===== config.mk =====
export PLATFORM = sky130hd
export DESIGN_NAME = alu_result_display
export DESIGN_NICKNAME = d
export VERILOG_FILES = /design/src/rtl/display_pkg.sv /design/src/rtl/bin_to_bcd8.sv /design/src/rtl/alu_result_display.sv
export SDC_FILE = /design/constraint.sdc
export NUM_CORES = 1
export LEC_CHECK = 0
export ABC_AREA = 1
export CAP_MARGIN = 0
export CORE_ASPECT_RATIO = 0.8
export CORE_MARGIN = 5
export CORE_UTILIZATION = 31
export DETAILED_ROUTE_END_ITERATION = 6
export GPL_TIMING_DRIVEN = 0
export PLACE_DENSITY = 0.59
export SETUP_SLACK_MARGIN = 0.15
export SYNTH_ARGS = -nofsm -noshare
export SYNTH_HDL_FRONTEND = slang
export SYNTH_SLANG_ARGS = --single-unit

===== constraint.sdc =====
create_clock -name clk -period 1.6 [get_ports clk]
set_clock_uncertainty 0.15 [all_clocks]
set_input_delay 0.16 -clock clk [delete_from_list [all_inputs] [get_ports clk]]
set_output_delay 0.16 -clock clk [all_outputs]
set_load 0.03 [all_outputs]

===== src/rtl/display_pkg.sv =====
// display_pkg
// Shared definitions for the ALU result display: converter state encoding,
// active-low seven-segment patterns ({g,f,e,d,c,b,a}), digit count and small
// helper functions for the double-dabble step and segment lookup.
// The hex patterns (A..F) are only referenced when DISPLAY_HEX_EN is defined.
package display_pkg;

    typedef enum logic [1:0] {
        IDLE  = 2'd0,
        SHIFT = 2'd1,
        LOAD  = 2'd2
    } conv_state_t;

    localparam int NUM_DIGITS = 4;

    localparam logic [6:0] SEG_0     = 7'b1000000;
    localparam logic [6:0] SEG_1     = 7'b1111001;
    localparam logic [6:0] SEG_2     = 7'b0100100;
    localparam logic [6:0] SEG_3     = 7'b0110000;
    localparam logic [6:0] SEG_4     = 7'b0011001;
    localparam logic [6:0] SEG_5     = 7'b0010010;
    localparam logic [6:0] SEG_6     = 7'b0000010;
    localparam logic [6:0] SEG_7     = 7'b1111000;
    localparam logic [6:0] SEG_8     = 7'b0000000;
    localparam logic [6:0] SEG_9     = 7'b0010000;
    localparam logic [6:0] SEG_A     = 7'b0001000;
    localparam logic [6:0] SEG_B     = 7'b0000011;
    localparam logic [6:0] SEG_C     = 7'b1000110;
    localparam logic [6:0] SEG_D     = 7'b0100001;
    localparam logic [6:0] SEG_E     = 7'b0000110;
    localparam logic [6:0] SEG_F     = 7'b0001110;
    localparam logic [6:0] SEG_BLANK = 7'b1111111;

    // Double-dabble correction: a BCD nibble of 5 or more would overflow
    // past 9 after the next doubling, so pre-add 3.
    function automatic logic [3:0] dd_adj(input logic [3:0] n);
        return (n >= 4'd5) ? (n + 4'd3) : n;
    endfunction

    function automatic logic [6:0] seg_dec(input logic [3:0] n);
        logic [6:0] s;
        s = SEG_BLANK;
        case (n)
            4'd0:    s = SEG_0;
            4'd1:    s = SEG_1;
            4'd2:    s = SEG_2;
            4'd3:    s = SEG_3;
            4'd4:    s = SEG_4;
            4'd5:    s = SEG_5;
            4'd6:    s = SEG_6;
            4'd7:    s = SEG_7;
            4'd8:    s = SEG_8;
            4'd9:    s = SEG_9;
            default: s = SEG_BLANK;
        endcase
        return s;
    endfunction

    function automatic logic [6:0] seg_hex(input logic [3:0] n);
        logic [6:0] s;
        s = SEG_BLANK;
        case (n)
            4'hA:    s = SEG_A;
            4'hB:    s = SEG_B;
            4'hC:    s = SEG_C;
            4'hD:    s = SEG_D;
            4'hE:    s = SEG_E;
            4'hF:    s = SEG_F;
            default: s = seg_dec(n);
        endcase
        return s;
    endfunction

endpackage


===== src/rtl/bin_to_bcd8.sv =====
// bin_to_bcd8
// Sequential shift-add-3 (double-dabble) converter, 8-bit binary to three
// BCD digits. One latch cycle, eight shift cycles, one load cycle.
// Ports:
//   clk, rst_n            clock, async active-low reset
//   start                 begin a conversion of bin (honoured in IDLE only)
//   bin[7:0]              value to convert
//   busy                  state != IDLE
//   done                  one-cycle pulse after hundreds/tens/ones update
//   hundreds/tens/ones    registered BCD result
//
// state | meaning
// ------+--------------------------------------------------------------
// IDLE  | waiting for start; on start latch bin, clear BCD, cnt = 0
// SHIFT | adjust nibbles >= 5 by +3, shift {bcd,bin} left; 8 cycles
// LOAD  | copy BCD accumulator to outputs, pulse done, back to IDLE
module bin_to_bcd8
    import display_pkg::*;
(
    input  logic       clk,
    input  logic       rst_n,
    input  logic       start,
    input  logic [7:0] bin,
    output logic       busy,
    output logic       done,
    output logic [3:0] hundreds,
    output logic [3:0] tens,
    output logic [3:0] ones
);

    conv_state_t state, state_nxt;
    logic [7:0]  bin_sr;
    logic [11:0] bcd;
    logic [2:0]  cnt;

    always_ff @(posedge clk or negedge rst_n) begin
        if (!rst_n) state <= IDLE;
        else        state <= state_nxt;
    end

    always_comb begin
        state_nxt = state;
        case (state)
            IDLE:    if (start) state_nxt = SHIFT;
            SHIFT:   if (cnt == 3'd7) state_nxt = LOAD;
            LOAD:    state_nxt = IDLE;
            default: state_nxt = IDLE;
        endcase
    end

    always_ff @(posedge clk or negedge rst_n) begin
        if (!rst_n) begin
            bin_sr   <= '0;
            bcd      <= '0;
            cnt      <= '0;
            hundreds <= '0;
            tens     <= '0;
            ones     <= '0;
            done     <= 1'b0;
        end else begin
            done <= 1'b0;
            case (state)
                IDLE: begin
                    if (start) begin
                        bin_sr <= bin;
                        bcd    <= '0;
                        cnt    <= '0;
                    end
                end
                SHIFT: begin
                    // Hundreds never exceeds 2 for an 8-bit input, so it
                    // needs no correction; only the lower two nibbles do.
                    bcd    <= {bcd[10:8], dd_adj(bcd[7:4]), dd_adj(bcd[3:0]), bin_sr[7]};
                    bin_sr <= {bin_sr[6:0], 1'b0};
                    cnt    <= cnt + 3'd1;
                end
                LOAD: begin
                    hundreds <= bcd[11:8];
                    tens     <= bcd[7:4];
                    ones     <= bcd[3:0];
                    done     <= 1'b1;
                end
                default: ;
            endcase
        end
    end

    assign busy = (state != IDLE);

endmodule


===== src/rtl/alu_result_display.sv =====
// alu_result_display
// Shows the 8-bit ALU result in decimal on a 4-digit multiplexed
// seven-segment display with leading-zero blanking. A new result is
// detected against last_val and converted by bin_to_bcd8; changes that
// arrive mid-conversion are picked up as soon as the converter idles.
// Optional feature macro: DISPLAY_HEX_EN adds hex_mode (1 = show last_val
// as two hex digits).
// Ports:
//   clk, rst_n    clock, async active-low reset
//   result[7:0]   ALU result, unsigned
//   hex_mode      (DISPLAY_HEX_EN only) select hex display
//   an[3:0]       digit enables, active-low, an[0] rightmost
//   seg[6:0]      segments {g,f,e,d,c,b,a}, active-low
//   dp            decimal point, active-low, never lit
//   busy          conversion in progress
module alu_result_display
    import display_pkg::*;
#(
    parameter int SCAN_DIV = 25000
)
(
    input  logic                  clk,
    input  logic                  rst_n,
    input  logic [7:0]            result,
`ifdef DISPLAY_HEX_EN
    input  logic                  hex_mode,
`endif
    output logic [NUM_DIGITS-1:0] an,
    output logic [6:0]            seg,
    output logic                  dp,
    output logic                  busy
);

    localparam int CW = $clog2(SCAN_DIV);

    logic [7:0]    last_val;
    logic [3:0]    d2, d1, d0;
    logic [CW-1:0] scan_cnt;
    logic [1:0]    digit;
    logic [6:0]    seg_nxt;

    logic          conv_start;
    logic          conv_busy;
    logic          conv_done;
    logic [3:0]    conv_h, conv_t, conv_o;

    assign conv_start = !conv_busy && (result != last_val);

    bin_to_bcd8 u_bcd (
        .clk      (clk),
        .rst_n    (rst_n),
        .start    (conv_start),
        .bin      (result),
        .busy     (conv_busy),
        .done     (conv_done),
        .hundreds (conv_h),
        .tens     (conv_t),
        .ones     (conv_o)
    );

    always_comb begin
        seg_nxt = SEG_BLANK;
        case (digit)
            2'd0:    seg_nxt = seg_dec(d0);
            2'd1:    if (d2 != 4'd0 || d1 != 4'd0) seg_nxt = seg_dec(d1);
            2'd2:    if (d2 != 4'd0) seg_nxt = seg_dec(d2);
            default: seg_nxt = SEG_BLANK;
        endcase
`ifdef DISPLAY_HEX_EN
        // Reads last_val directly, so toggling hex_mode needs no reconversion.
        if (hex_mode) begin
            case (digit)
                2'd0:    seg_nxt = seg_hex(last_val[3:0]);
                2'd1:    seg_nxt = seg_hex(last_val[7:4]);
                default: seg_nxt = SEG_BLANK;
            endcase
        end
`endif
    end

    always_ff @(posedge clk or negedge rst_n) begin
        if (!rst_n) begin
            last_val <= '0;
            d2       <= '0;
            d1       <= '0;
            d0       <= '0;
            scan_cnt <= '0;
            digit    <= '0;
            an       <= '1;
            seg      <= SEG_BLANK;
            busy     <= 1'b0;
        end else begin
            if (conv_start) last_val <= result;
            if (conv_done) begin
                d2 <= conv_h;
                d1 <= conv_t;
                d0 <= conv_o;
            end
            if (scan_cnt == CW'(SCAN_DIV - 1)) begin
                scan_cnt <= '0;
                digit    <= digit + 2'd1;
            end else begin
                scan_cnt <= scan_cnt + 1'b1;
            end
            an   <= ~(NUM_DIGITS'(1) << digit);
            seg  <= seg_nxt;
            busy <= conv_busy;
        end
    end

    assign dp = 1'b1;

endmodule

==> results.tsv <==
metric	value	unit
wl_per_cell	12.64	um
cts.sinks	87	
rsz0062_at_grt	true	
syn_inst	544	
critPathKind	register to register	
fin_crit	1563	ps
drv_slew	0	
synth.cell_area	0.004501	sq mm
p_per_area	1629	mW/mm^2
end_kind	register	
ys_seq_area_share	48.68	%
worst_setup_path_start_kind	register	
synth_compound_area_share	10.73	%
max_cap_violations	0	
dieArea	0.01704	sq mm
grt_max_degree	65	
required	1720	ps
holdCritPathClass	input pin to asynchronous set/reset pin	
initial_core_util	31.59	%
cp.arrival	1680	ps
final_nets	642	
clkTransAtPathRegs	60	ps
placedCellCount	750	
cts-root-buf	clkbuf_16	
cpMostUsedCell	nand2_1	
yosys.area_share.xor_xnor	2.919	%
syn_nets	582	
postSynthAreaPerCell	8.273	sq um
die_height	117.8	um
drc	0	
fin_tns_setup	0	ps
holdWs	115.6	ps
ys_ff_latch	87	
cts_tree	done	
clock_latency	340	ps
fin_cells	793	
leakage	2.783	nW
r2r_start	last_val[7]	
wirelength	10020	um
nFillCells	1398	
antenna_cells	0	
drt_iter0_drc	203	
synth_async_sr_flop_share	100.0	%
cts_max_level	3	
slowest_delay	390	ps
synth_edf_count	0	
critPathLaunch	last_val[7]	
synth_mux_area_share	0	%
finalInstanceArea	0.005798	sq mm
slowest_stage	dfrtp_1	
yosysUniqueCellTypes	27	
vias	3750	
power.total	9.445	mW
port_buffers	21	
die_x	144.7	um
track_usage	11.80	%
synth-simple-area-share	22.46	%
cts_buffers	9	
synth_top_family_by_area	simple AND/OR/NAND/NOR gates	
dpl_cell_area	0.004972	sq mm
setup_viol	0	
synth_flop_cell	dfrtp_1	
hold_violations	0	
drive_gt1_share	25.78	%
gp_congestion	0.9556	
antenna_found_initial	0	
core_area	0.01425	sq mm
first_global_vias	3647	
status	complete, no violations	
first_pass_iters	4	
grt.overflow.total	0	
cts_buffer_depth	2	
ir_drop	0.8410	mV
preCtsSetupSlack	-378.2	ps
yosys.area_share.adder	7.784	%
vias_per_cell	4.729	
yosys_warnings	0	
final_util	40.69	%
cp_max_fo	4	
path_cells	xnor2_1, nand2_1, nor2_2, nand2_2, nand2_4, buf_8, clkbuf_16, nand2_1, o21ai_1	
num_rows	39	
period_share	97.68	%
r2r_setup_slack	40	ps
io_pins	23	
max_freq	639.9	MHz
syn_to_final_growth	28.83	%
grt_pass1_wl	16770	um
drtAntennaViolNets	0	
setup_ws	37.15	ps
dpl.hpwl	6656	um
## report_power, final
group / internal, mW / switching (mW) / total, mW
clock: 1.13 / 0.842 / 1.98
combinational: 1.54 / 2.40 / 3.94
sequential: 3.00 / 0.529 / 3.53
total: 5.67 / 3.77 / 9.45
## per-layer routing
metal	up-vias	routed length (um)	track usage, %
met4	0	103	3.147
met2	68	4749	18.61
li1	1878	-	-
met1	1791	4745	16.16
met3	13	424	2.884
met5	-	0	0
## placed cells by master (no fill, tap or decap), types with 10 or more instances in the layout
cell type	n
nand3_1	38
a21oi_1	16
dfrtp_1	69
inv_1	54
clkbuf_16	10
inv_2	11
nand2_2	16
o21ai_0	49
ha_1	25
buf_4	30
nand2_1	104
nor2_1	33
dfstp_2	11
buf_2	12
o21ai_1	16
## cells in the mapped netlist, types with 8 or more instances
master   number  area, sq um
inv_1        67        251.5
o21ai_0      74        370.4
nand2_1     125        469.2
nand3_1      43        215.2
nor2_1       37        138.9
ha_1         28        350.3
a21oi_1      17        85.08
dfstp_2      11        289.0
dfrtp_1      76         1902
xnor2_1       8        70.07
nor3_1       10        50.05
nand4_1       9        56.30
## state kept, by name, summed over array words and instances, names as in the netlist, 7 cells and up
register	count
last_val	8
scan_cnt	15
seg	7
u_bcd.bcd	12
u_bcd.bin_sr	8
## cell families (layout without fill, tap and decap cells)
logic type,after synthesis,in the layout
AO/OA/AOI/OAI,95,95
XOR/XNOR,15,15
adder cells (fa/ha/maj),28,28
other,1,1
buffers and inverters,83,148
flip-flops,87,87
AND/OR/NAND/NOR,235,235
## worst max-delay path: cells and delay by family (launching register included)
kind                      cells  cell delay, ps
DFF                           1             390
xor gates and xnor gates      1             140
and+or+nand+nor               5             460
AOI/OAI and AO/OA             1              70
buffers and inverters         2             270
## what timing repair did
item,4_1_cts,5_1_grt
gates cloned,0,1
hold endpoints to repair,76,0
setup buffers,15,10
hold buffers,1,0
setup endpoints to repair,73,65
pin swaps,12,20
gates resized for setup,119,67
## cell type report
type / count / area, sq um / area share, %
plain buffers: 16 / 101.3 / 1.748
clock buffers: 13 / 260.3 / 4.489
clock inverters: 3 / 17.52 / 0.3021
inverters: 67 / 256.5 / 4.424
multi-input cells: 374 / 2318 / 39.99
flip-flops and latches: 87 / 2200 / 37.94
well taps: 184 / 230.2 / 3.971
repair buffers: 49 / 414.1 / 7.143
## worst paths after layout
| path | endpoint | depth (start not counted) |
|---|---|---|
| setup / recovery | last_val[7] | 9 |
| hold / removal | last_val[2] | 2 |
| setup reg to reg | last_val[7] | 9 |
| hold reg to reg | u_bcd.hundreds[1] | 2 |
| max in group asynchronous | an[2] | 3 |
| min in group clk | last_val[3] | 3 |
Note: power is estimated with default switching activity, not from simulation.
